<file path="src/rtl/serial_deser8.sv">
// Serial-to-parallel receiver: assembles WIDTH-bit words from a bit stream in
// either direction and hands them off through a valid/ready holding register.
module serial_deser8 #(
  parameter int WIDTH = 8
) (
  input  logic                     clock,
  input  logic                     reset,
  input  logic                     clear,
  input  logic                     bit_in,
  input  logic                     bit_valid,
  input  logic                     shift_right,
  output logic [WIDTH-1:0]         data_out,
  output logic                     data_valid,
  input  logic                     data_ready,
  output logic                     overrun,
  output logic [$clog2(WIDTH)-1:0] bit_count,
  output logic                     busy
);
  localparam int CW = $clog2(WIDTH);
  localparam logic [CW-1:0] LAST = CW'(WIDTH-1);

  typedef enum logic {IDLE, SHIFT} state_t;
  state_t state, state_n;

  logic [WIDTH-1:0] sreg, sreg_shift;
  logic             dir, dir_eff, word_done;

  always_ff @(posedge clock or posedge reset) begin
    if (reset)      state <= IDLE;
    else if (clear) state <= IDLE;
    else            state <= state_n;
  end

  always_comb begin
    state_n   = state;
    word_done = 1'b0;
    busy      = (state == SHIFT);
    case (state)
      IDLE:  if (bit_valid) state_n = SHIFT;
      SHIFT: if (bit_valid && bit_count == LAST) begin
        state_n   = IDLE;
        word_done = 1'b1;
      end
      default: state_n = IDLE;
    endcase
  end

  // The first bit of a word uses the live direction input; later bits use the latched copy.
  assign dir_eff    = (state == IDLE) ? shift_right : dir;
  assign sreg_shift = dir_eff ? {bit_in, sreg[WIDTH-1:1]} : {sreg[WIDTH-2:0], bit_in};

  always_ff @(posedge clock or posedge reset) begin
    if (reset) begin
      sreg       <= '0;
      dir        <= 1'b0;
      bit_count  <= '0;
      data_out   <= '0;
      data_valid <= 1'b0;
      overrun    <= 1'b0;
    end else if (clear) begin
      sreg       <= '0;
      dir        <= 1'b0;
      bit_count  <= '0;
      data_out   <= '0;
      data_valid <= 1'b0;
      overrun    <= 1'b0;
    end else begin
      if (bit_valid) begin
        if (state == IDLE) dir <= shift_right;
        if (word_done) begin
          sreg      <= '0;
          bit_count <= '0;
        end else begin
          sreg      <= sreg_shift;
          bit_count <= bit_count + 1'b1;
        end
      end
      // A completing word keeps data_valid high even if the old word is consumed now.
      if (word_done) begin
        data_out   <= sreg_shift;
        data_valid <= 1'b1;
        if (data_valid && !data_ready) overrun <= 1'b1;
      end else if (data_valid && data_ready) begin
        data_valid <= 1'b0;
      end
    end
  end
endmodule

</file>
<file path="config.mk">
export PLATFORM = sky130hd
export DESIGN_NAME = serial_deser8
export DESIGN_NICKNAME = d
export VERILOG_FILES = /design/src/rtl/serial_deser8.sv
export SDC_FILE = /design/constraint.sdc
export NUM_CORES = 1
export LEC_CHECK = 0
export BUFFER_PORTS_ARGS = -buffer_cell sky130_fd_sc_hd__buf_2
export CORE_UTILIZATION = 55
export CTS_BUF_LIST = sky130_fd_sc_hd__clkbuf_4 sky130_fd_sc_hd__clkbuf_8
export CTS_CLUSTER_DIAMETER = 30
export DETAILED_ROUTE_END_ITERATION = 8
export PLACE_DENSITY = 0.86
export SLEW_MARGIN = 20
export SYNTH_ARGS = -nofsm -noshare
export SYNTH_HDL_FRONTEND = slang
export SYNTH_SLANG_ARGS = --single-unit
</file>
<file path="constraint.sdc">
create_clock -name clock -period 2.05 [get_ports clock]
set_clock_uncertainty 0.15 [all_clocks]
set_input_delay 0.41 -clock clock [delete_from_list [all_inputs] [get_ports clock]]
set_output_delay 0.41 -clock clock [all_outputs]
set_load 0.05 [all_outputs]
</file>
Yosys cells after proc, flatten, opt, wreduce, memory -nomap -nowiden
Cells that the tools add are included.

Flip-flop bits (word level): 23. Bits of input ports: 7. Output and inout bits: 14. Logic and storage cells: 43.

Add/sub/neg operators: 1. Eq/ne operators: 1. Mux-type cells: 24. Bitwise logic cells: 1. Reduce and logical (&&, ||, !) cells: 9.

Operator list (number): $mux 8 (6); $mux 1 (14); $mux 3 (3); $reduce_bool 2->1 (3); $add 3x1->3 const B (1); $eq 3x3->1 const B (1); $logic_and 1x1->1 (3); $reduce_bool 3->1 (1); $pmux 1 s2 (1); $reduce_and 2->1 (1); $logic_not 1->1 (1); $not 1->1 (1).

Longest topological paths before layout
Gate-level depths: netlist of run 1.

Word-level depth: 7. Mapped depth: 7. Depth with buffers taken out: 5.

Least setup slack after synthesis of run 1
OpenSTA, ideal clock, no wires.

Kind: flip-flop to flip-flop. Start point: register bit_count[0]. End point: register data_out[1]. Setup time: 94 ps. Data arrival time: 1737 ps. Data required time: 1806 ps. Slack: 69 ps. Stages on the path, launching flop included: 7. Buffers on the path: 2. Clock period less this slack: 1981 ps. Cell sequence: dfrtp_1 > ha_1 > ha_1 > and3_2 > buf_2 > buf_2 > a211oi_1.

Longest elaborated chain between the ends: 5.

Ends and longest elaborated chain: start, declared (RTL line 16) `output logic [$clog2(WIDTH)-1:0] bit_count,`; start signal, assigned (RTL line 75) `bit_count <= bit_count + 1'b1;`; $eq 3x3->1 (RTL line 40) `SHIFT: if (bit_valid && bit_count == LAST) begin`; $logic_and 1x1->1 (RTL line 40); $mux 1 (RTL line 40); $mux 1 (RTL line 38) `case (state)`; $reduce_bool 2->1 (no source line); end signal, assigned (RTL line 80) `data_out <= sreg_shift;`; end, declared (RTL line 12) `output logic [WIDTH-1:0] data_out,`.

Every way passes these cells. A chain may end at the register's enable or synchronous reset.

Worst setup path after layout of run 1
Start point: register bit_count[0]. End point: register data_out[4].

Same word-level chain as after synthesis.

==> results of run 1 <==
-- cells in the final DEF, fill, tap and decap left out, drive strengths merged --
master and n:
a211oi 9, a21oi 1, a31oi 1, and3 1, buf 21, clkbuf 4
dfrtp 23, dlygate4sd3 1, ha 2, inv 3, mux2i 10, nand2 11
nand3b 1, nor2 14, nor3 1, o21ai 10
-- metal layers --
layer	GRT usage, %	share of wire [%]	wire length [um]
met5	0	0	0
met4	10.91	1.5	27
met3	4.898	5.5	99
met2	32.94	47	849
met1	29.08	46	819
-- worst paths after layout --
| kind | start | end | slack, ns |
|---|---|---|---|
| worst min-delay path | bit_valid | dir | 0.23 |
| worst max register to register | bit_count[0] | data_out[4] | 0.35 |
| max in group asynchronous | reset | busy | 1.00 |
| min in group asynchronous | reset | data_out[0] | 0.53 |
| worst min register to register | overrun | overrun | 0.35 |
| worst max-delay path | bit_count[0] | data_out[4] | 0.35 |
-- sequential cells by signal, summed over array words and instances, names as in the netlist --
register / cells
bit_count: 3
busy: 1
data_out: 8
data_valid: 1
dir: 1
overrun: 1
sreg: 8
-- where the power goes --
part	internal (mW)	switching [mW]
combinational	0.0275	0.0569
sequential	0.462	0.00864
clock	0.0891	0.130
total	0.579	0.196
-- kinds of logic (layout without fill, tap and decap cells) --
logic type,after synthesis,after routing,share of synthesized area [%]
flops,23,23,58.38
compound gates,21,21,13.07
simple gates,28,28,11.55
buf+inv,7,29,3.045
mux,10,10,11.42
fa+ha+maj,2,2,2.538
-- worst max-delay path: cells and delay by family (launching register included) --
kind	cells	cell delay (ns)
compound gates	1	0.25
fa+ha+maj	2	0.32
flops	1	0.41
simple gates	2	0.48
-- final cells by class --
cell class,instances,area (sq um)
clock buffer,4,30.03
fill,121,449.2
inverter,3,11.26
multi-input combinational,61,380.4
sequential,23,575.6
tap,24,30.03
timing repair buffer,22,117.6
-- per-stage QoR --
step | hold slack [ns] | cell area [sq um] | std cells | utilization (%) | setup slack, ns
after floorplan | 0.2619 | 985.9 | 91 | - | 0.06880
after global placement | 0.3065 | 1105 | 132 | 69.31 | 0.3978
after detailed placement | 0.3143 | 1105 | 132 | 69.31 | 0.3631
after CTS | 0.2213 | 1145 | 137 | 71.82 | 0.3327
after global routing | 0.2407 | 1145 | 137 | 71.82 | 0.2124
final | 0.2278 | 1145 | 137 | 71.82 | 0.3549
==> flow_metrics.env, run 1 <==
export IMPL_routed_wl_um=1796
export IMPL_drc=0
export IMPL_coreArea_sq_mm=0.001594
export IMPL_rows=14
export IMPL_hp_class="in -> reg"
export IMPL_fin_crit_sh_pct=82.69
export IMPL_antenna_diode_count=0
export IMPL_synthDistinctLibCells=16
export IMPL_die_h_um=44.34
export IMPL_clock_sinks=23
export IMPL_grt_pass1_vias=648
export IMPL_synthFlopType="dfrtp_1"
export IMPL_cpPeakStageDelay_ns=0.41
export IMPL_ir_drop_uv=505.1
export IMPL_port_buffers=20
export IMPL_maxSlewViolCount=0
export IMPL_finalPower_mw=0.7747
export IMPL_die_area_sq_mm=0.001966
export IMPL_viasPerCell=5.453
export IMPL_setup_viol=0
export IMPL_synth_largest_area_cell="dfrtp_1"
export IMPL_grt_antenna_before_repair=0
export IMPL_grt_max_degree=24
export IMPL_die_w_um=44.34
export IMPL_synth_common_cells="23 x dfrtp_1, 14 x nor2_1, 11 x nand2_1"
export IMPL_crit_path_end_kind="flop"
export IMPL_ios=21
export IMPL_ys_seq_area_share_pct=58.38
export IMPL_cts_clk_slew_worst_paths_ns=0.12
export IMPL_p_per_area_mw_per_mm2=676.6
export IMPL_ys_ff_latch=23
export IMPL_clk_latency_ns=0.30
export IMPL_crit_path_top_delay_cell="dfrtp_1"
export IMPL_fin_nets=123
export IMPL_cts_buffers=3
export IMPL_finalHoldViolCount=0
export IMPL_drt_iter0_markers=23
export IMPL_synth_area_sq_um=985.9
export IMPL_tns_ns=0
export IMPL_async_flop_share_pct=100.0
export IMPL_place_congestion=0.8400
export IMPL_min_period_ns=1.695
export IMPL_synth_most_common_cell="dfrtp_1"
export IMPL_leakage_nw=0.5865
export IMPL_path_cells="ha_1, ha_1, and3_2, nor2_1, a211oi_1"
export IMPL_synthCells=91
export IMPL_path_max_fanout=19
export IMPL_slew_headroom_pct=60.69
export IMPL_track_usage_pct=21.60
export IMPL_cp_arrival_ns=1.76
export IMPL_hold_buffers=1
export IMPL_drtAntennaViolNets=0
export IMPL_initial_utilization_pct=61.85
export IMPL_wl_per_cell_um=13.11
export IMPL_worstSetupStartpointType="flop"
export IMPL_cts_root_buffer="clkbuf_4"
export IMPL_reg2reg_depth=5
export IMPL_critPathKind="reg -> reg"
export IMPL_cp_common_cell="ha_1"
export IMPL_syn2layout_area_growth_pct=16.12
export IMPL_synth_nets=100
export IMPL_hpwl_um=1273
export IMPL_syn_avg_cell_area_sq_um=10.83
export IMPL_yosysWarnings=0
export IMPL_htreeDepth=1
export IMPL_worst_pin_slew_ns=0.5875
export IMPL_required_ns=2.11
export IMPL_grt_ovfl_total=0
export IMPL_cts_setup_buffers=0
export IMPL_drv_cap=0
export IMPL_synth_edf_count=0
export IMPL_cts_path_max_buffers=2
export IMPL_worst_hold_path_num_cells=2
export IMPL_grt_pass1_wl_um=2953
export IMPL_post_cts_resized=0
export IMPL_cts_tree="built"
export IMPL_synthTopCellsByArea="dfrtp_1 58%, mux2i_1 9.1%, a211oi_1 6.9%, nor2_1 5.3%, o21ai_0 5.1%"
export IMPL_num_vias=747
export IMPL_drtPass1Iterations=5
export IMPL_fmax_mhz=589.9
export IMPL_status="completed"
export IMPL_synth_top_area_share_pct=58.38
export IMPL_drive_gt1_share_pct=23.89
export IMPL_rsz0062_at_grt="no"
Power figures use the tool's default switching activity.
==> inputs of run 2 (changes only) <==
==> constraint.sdc (replaced) <==
create_clock -name clock -period 1.7 [get_ports clock]
set_clock_uncertainty 0.15 [all_clocks]
set_input_delay 0.34 -clock clock [delete_from_list [all_inputs] [get_ports clock]]
set_output_delay 0.34 -clock clock [all_outputs]
set_load 0.05 [all_outputs]
==> run 2 against run 1 <==
Final cell count rose by 2.2%. Final area up 5.6%. Setup slack got worse by 0.25 ns. Flip-flop and latch count did not move. Clock-buffer cell count stayed put. Non-clock buffer count increased by 3. Die area unchanged. Maximum frequency increased by 6.5%. Global-route usage is 0.068 points lower. Largest power group unchanged. Highest routed layer unchanged.
==> flow_metrics.env, run 2 (synthesis gave the netlist of run 1 again) <==
export IMPL_drt_iter0_markers=26
export IMPL_grt_pass1_wl_um=2932
export IMPL_setup_viol=0
export IMPL_top_regs="data_out: 8 flops, sreg: 8 flops, bit_count: 3 flops"
export IMPL_rsz0062_at_grt="no"
export IMPL_cts_tree="built"
export IMPL_htreeDepth=1
export IMPL_clock_sinks=23
export IMPL_die_area_sq_mm=0.001966
export IMPL_cts_buffers=3
export IMPL_critPathKind="reg -> reg"
export IMPL_antenna_diode_count=0
export IMPL_crit_family="flip-flops"
export IMPL_path_max_fanout=10
export IMPL_fin_util_pct=75.82
export IMPL_drtAntennaViolNets=0
export IMPL_hpwl_um=1322
export IMPL_slew_headroom_pct=76.94
export IMPL_die_w_um=44.34
export IMPL_grt_antenna_before_repair=0
export IMPL_cts_clk_slew_worst_paths_ns=0.12
export IMPL_required_ns=1.77
export IMPL_initial_utilization_pct=61.85
export IMPL_worstReg2RegStart="bit_count[0]"
export IMPL_drc=0
export IMPL_p_int_mw=0.7079
export IMPL_crit_path_top_delay_cell="dfrtp_2"
export IMPL_comb_power_share_pct=12.1
export IMPL_tns_ns=0
export IMPL_status="completed"
export IMPL_mostFrequentLayoutCells="20 x dfrtp_1, 20 x buf_2, 14 x nor2_1"
export IMPL_cp_common_cell="ha_4"
export IMPL_clk_latency_ns=0.30
export IMPL_ios=21
export IMPL_seqPwrFrac_pct=60.8
export IMPL_hp_class="in -> reg"
export IMPL_wl_per_cell_um=13.33
export IMPL_crit_path_end_kind="flop"
export IMPL_place_ws_ns=0.06739
export IMPL_cts_root_buffer="clkbuf_4"
export IMPL_worstSetupStartpointType="flop"
export IMPL_num_vias=745
export IMPL_coreArea_sq_mm=0.001594
export IMPL_ir_drop_uv=520.9
export IMPL_grt_max_degree=24
export IMPL_port_buffers=20
export IMPL_maxSlewViolCount=0
export IMPL_startpoint="bit_count[0]"
export IMPL_drtPass1Iterations=6
export IMPL_min_period_ns=1.592
export IMPL_switching_power_mw=0.2312
export IMPL_syn2layout_area_growth_pct=22.59
export IMPL_cp_arrival_ns=1.66
export IMPL_grt_ovfl_total=0
export IMPL_fin_crit_sh_pct=93.65
export IMPL_p_sw_share_pct=24.62
export IMPL_viasPerCell=5.321
export IMPL_worstHoldStart="bit_valid"
export IMPL_cts_path_max_buffers=2
export IMPL_worst_path_buf_inv=0
export IMPL_fin_nets=126
export IMPL_place_congestion=0.8201
export IMPL_path_cells="ha_4, ha_4, nand2_1, nand3b_1, o21ai_0"
export IMPL_track_usage_pct=21.53
export IMPL_drive_gt1_share_pct=31.90
export IMPL_routed_wl_um=1866
export IMPL_rows=14
export IMPL_pwr_share_clk_pct=27.1
export IMPL_fmax_mhz=628.1
export IMPL_worst_pin_slew_ns=0.3448
export IMPL_drv_cap=0
export IMPL_p_per_area_mw_per_mm2=776.9
export IMPL_setup_slack_ns=0.1080
export IMPL_die_h_um=44.34
export IMPL_finalHoldViolCount=0
export IMPL_grt_pass1_vias=657
export IMPL_cpPeakStageDelay_ns=0.46
export IMPL_final_cell_area_sq_mm=0.001209
export IMPL_placed_cell_area_sq_mm=0.001154
export IMPL_leakage_nw=0.5921
## run 2: changes by cell type in the layout (fill, tap and decap cells not counted), sizes merged
cell / previous run / this run
buf: 21 / 24
## run 2: layer usage
metal	vias to the layer above	track usage [%]	wire, um
met5	-	0	0
met4	0	10.91	13
met3	2	3.673	79
met2	29	33.82	895
met1	343	28.88	877
li1	371	-	-
## run 2: worst paths after layout
path                       cells after the start  slack [ns]      endpoint
max                                            5        0.11       sreg[7]
min                                            2        0.17           dir
max reg2reg                                    5        0.11       sreg[7]
min reg2reg                                    2        0.36       sreg[0]
max in group asynchronous                      4        0.70  bit_count[0]
min in group asynchronous                      4        0.47           dir
## run 2: power by group through the flow
| stage | Combinational, mW | Sequential (mW) | Clock, mW |
|---|---|---|---|
| finish | 0.114 | 0.571 | 0.254 |
| global route | 0.124 | 0.573 | 0.286 |
| CTS | 0.108 | 0.571 | 0.267 |
| detailed placement | 0.106 | 0.582 | 0 |
| global placement | 0.104 | 0.581 | 0 |
| floorplan | 0.0551 | 0.601 | 0 |
## run 2: repair_timing
action,4_1_cts,5_1_grt
hold buffers,1,0
setup buffers,0,2
setup endpoints to repair,0,2
resized for setup,0,1
hold endpoints to repair,23,0
## run 2: through the flow
stage | hold slack [ns] | power, mW | std cells
5_1_grt | 0.1656 | 0.9832 | 140
2_1_floorplan | 0.1917 | 0.6559 | 91
3_5_place_dp | 0.2418 | 0.6875 | 133
4_1_cts | 0.1564 | 0.9463 | 138
3_3_place_gp | 0.2355 | 0.6851 | 133
6_report | 0.1728 | 0.9390 | 140
## run 2: cell type report
| class | count | area (sq um) |
|---|---|---|
| Tap cell | 24 | 30.03 |
| Inverter | 3 | 11.26 |
| Fill cell | 112 | 385.4 |
| Timing Repair Buffer | 25 | 140.1 |
| Multi-Input combinational cell | 61 | 417.9 |
| Sequential cell | 23 | 579.3 |
| Clock buffer | 4 | 30.03 |
## run 2: worst register-to-register path, delay by kind of cell, from the launching register on
family / cells / cell delay (ns)
and+or+nand+nor: 2 / 0.32
adders and majority gates: 2 / 0.32
AOI/OAI and AO/OA: 1 / 0.26
DFF: 1 / 0.46
==> inputs of run 3 (changes only) <==
--- a/config.mk
+++ b/config.mk
@@ -11,6 +11,7 @@
 export CTS_CLUSTER_DIAMETER = 30
 export DETAILED_ROUTE_END_ITERATION = 8
 export PLACE_DENSITY = 0.86
+export RECOVER_POWER = 100
 export SLEW_MARGIN = 20
 export SYNTH_ARGS = -nofsm -noshare
 export SYNTH_HDL_FRONTEND = slang
==> run 3 against run 2 <==
Hold slack worse by 0.0022 ns. Final cell count unchanged. Sequential share of layout area up 0.20 points. Maximum frequency down 2.4%. Sequential power about the same. Global-route usage unchanged. Setup slack worse by 0.040 ns. Critical path type unchanged.
==> flow_metrics.env, run 3 (synthesis gave the netlist of run 1 again) <==
export IMPL_use_met2_pct=33.82
export IMPL_wl_per_cell_um=13.33
export IMPL_slew_headroom_pct=64.26
export IMPL_worstHoldStart="bit_valid"
export IMPL_rows=14
export IMPL_antenna_diode_count=0
export IMPL_min_period_ns=1.632
export IMPL_setup_viol=0
export IMPL_setup_slack_ns=0.06837
export IMPL_grt_ovfl_total=0
export IMPL_drt_iter0_markers=20
export IMPL_syn2layout_area_growth_pct=21.83
export IMPL_cp_arrival_ns=1.66
export IMPL_final_common_cell="dfrtp_1"
export IMPL_reg2reg_slack_ns=0.07
export IMPL_num_vias=733
export IMPL_crit_path_end_kind="flop"
export IMPL_maxSlewViolCount=0
export IMPL_grt_max_degree=24
export IMPL_htreeDepth=1
export IMPL_tns_ns=0
export IMPL_cts_buffers=3
export IMPL_worst_pin_slew_ns=0.5360
export IMPL_clock_sinks=23
export IMPL_fmax_mhz=612.9
export IMPL_required_ns=1.72
export IMPL_hp_class="in -> reg"
export IMPL_finalHoldViolCount=0
export IMPL_worstSetupStartpointType="flop"
export IMPL_top_regs="data_out: 8 flops, sreg: 8 flops, bit_count: 3 flops"
export IMPL_ir_drop_uv=520.6
export IMPL_viasPerCell=5.236
export IMPL_cts_root_buffer="clkbuf_4"
export IMPL_drc=0
export IMPL_busiest_layer="met2"
export IMPL_cts_path_max_buffers=2
export IMPL_ios=21
export IMPL_use_met1_pct=28.88
export IMPL_worst_hold_path_num_cells=2
export IMPL_die_w_um=44.34
export IMPL_place_ws_ns=0.06739
export IMPL_worstReg2RegStart="busy"
export IMPL_fin_crit_sh_pct=95.98
export IMPL_rsz0062_at_grt="no"
export IMPL_die_area_sq_mm=0.001966
export IMPL_drive_gt1_share_pct=30.17
export IMPL_mostFrequentLayoutCells="21 x dfrtp_1, 15 x clkbuf_2, 14 x nor2_1"
export IMPL_cts_tree="built"
export IMPL_grt_pass1_wl_um=2932
export IMPL_place_congestion=0.8201
export IMPL_status="completed"
export IMPL_fin_util_pct=75.35
export IMPL_grt_antenna_before_repair=0
export IMPL_p_per_area_mw_per_mm2=780.6
export IMPL_track_usage_pct=21.53
export IMPL_coreArea_sq_mm=0.001594
export IMPL_port_buffers=20
export IMPL_hpwl_um=1322
export IMPL_fin_nets=126
export IMPL_path_max_fanout=6
export IMPL_holdPathEnd="dir"
export IMPL_drtAntennaViolNets=0
export IMPL_die_h_um=44.34
export IMPL_regToRegEndpoint="sreg[7]"
export IMPL_drv_cap=0
export IMPL_cts_clk_slew_worst_paths_ns=0.12
export IMPL_routed_wl_um=1866
export IMPL_leakage_nw=0.5800
export IMPL_met3_usage_pct=3.673
export IMPL_num_fill_cells=116
export IMPL_reg2reg_depth=4
export IMPL_grt_pass1_vias=657
export IMPL_drtPass1Iterations=4
export IMPL_clk_latency_ns=0.30
export IMPL_critPathKind="reg -> reg"
export IMPL_initial_utilization_pct=61.85
[run 3: cell count changes in the layout (fill, tap and decap cells not counted), sizes merged]
cell / delta
buf: -15
clkbuf: +15
[run 3: how the worst max path moves through the flow]
stage	startpoint	endpoint	slack [ns]	depth (start not counted)
2_1_floorplan	bit_count[0]	data_out[1]	0.0003	6
3_3_place_gp	busy	sreg[1]	0.07	3
3_5_place_dp	busy	sreg[1]	0.07	3
4_1_cts	busy	sreg[1]	0.04	3
5_1_grt	bit_count[0]	sreg[4]	0.004	5
6_report	busy	sreg[7]	0.07	4
[run 3: metrics by stage]
stage               hold slack, ns  instances  power, mW  area [sq um]
floorplan                   0.1917         91     0.6559          1040
global placement            0.2355        133     0.6851          1154
detailed placement          0.2418        133     0.6875          1154
CTS                         0.1564        138     0.9463          1194
global route                0.1656        140     0.9818          1201
finish                      0.1706        140     0.9377          1201
[run 3: worst max-delay path, stage by stage (launching register included)]
cell and delay (ns):
dfrtp_1 0.47, mux2i_4 0.27, buf_4 0.19, mux2i_1 0.29
o21ai_0 0.14
[run 3: area by class of cell]
type	count	area, sq um	share of cell area, %
tap	24	30.03	2.500
clock buffer	4	30.03	2.500
sequential	23	578.1	48.13
multi-input combinational	61	414.1	34.48
inverter	3	11.26	0.9375
timing repair buffer	25	137.6	11.46
[run 3: power breakdown]
group / internal (mW) / switching (mW)
combinational: 0.0411 / 0.0720
sequential: 0.558 / 0.0126
clock: 0.107 / 0.147
[run 3: what timing repair did]
item | 4_1_cts | 5_1_grt
hold buffers | 1 | 0
endpoints found under the hold margin | 23 | 0
setup endpoints to repair | 0 | 2
resized for setup | 0 | 1
setup buffers | 0 | 2
[run 3: metal layers]
metal	part of all wire (%)	routed length, um
met4	0.70	13
met5	0	0
met1	48	897
met3	5.5	102
met2	46	853
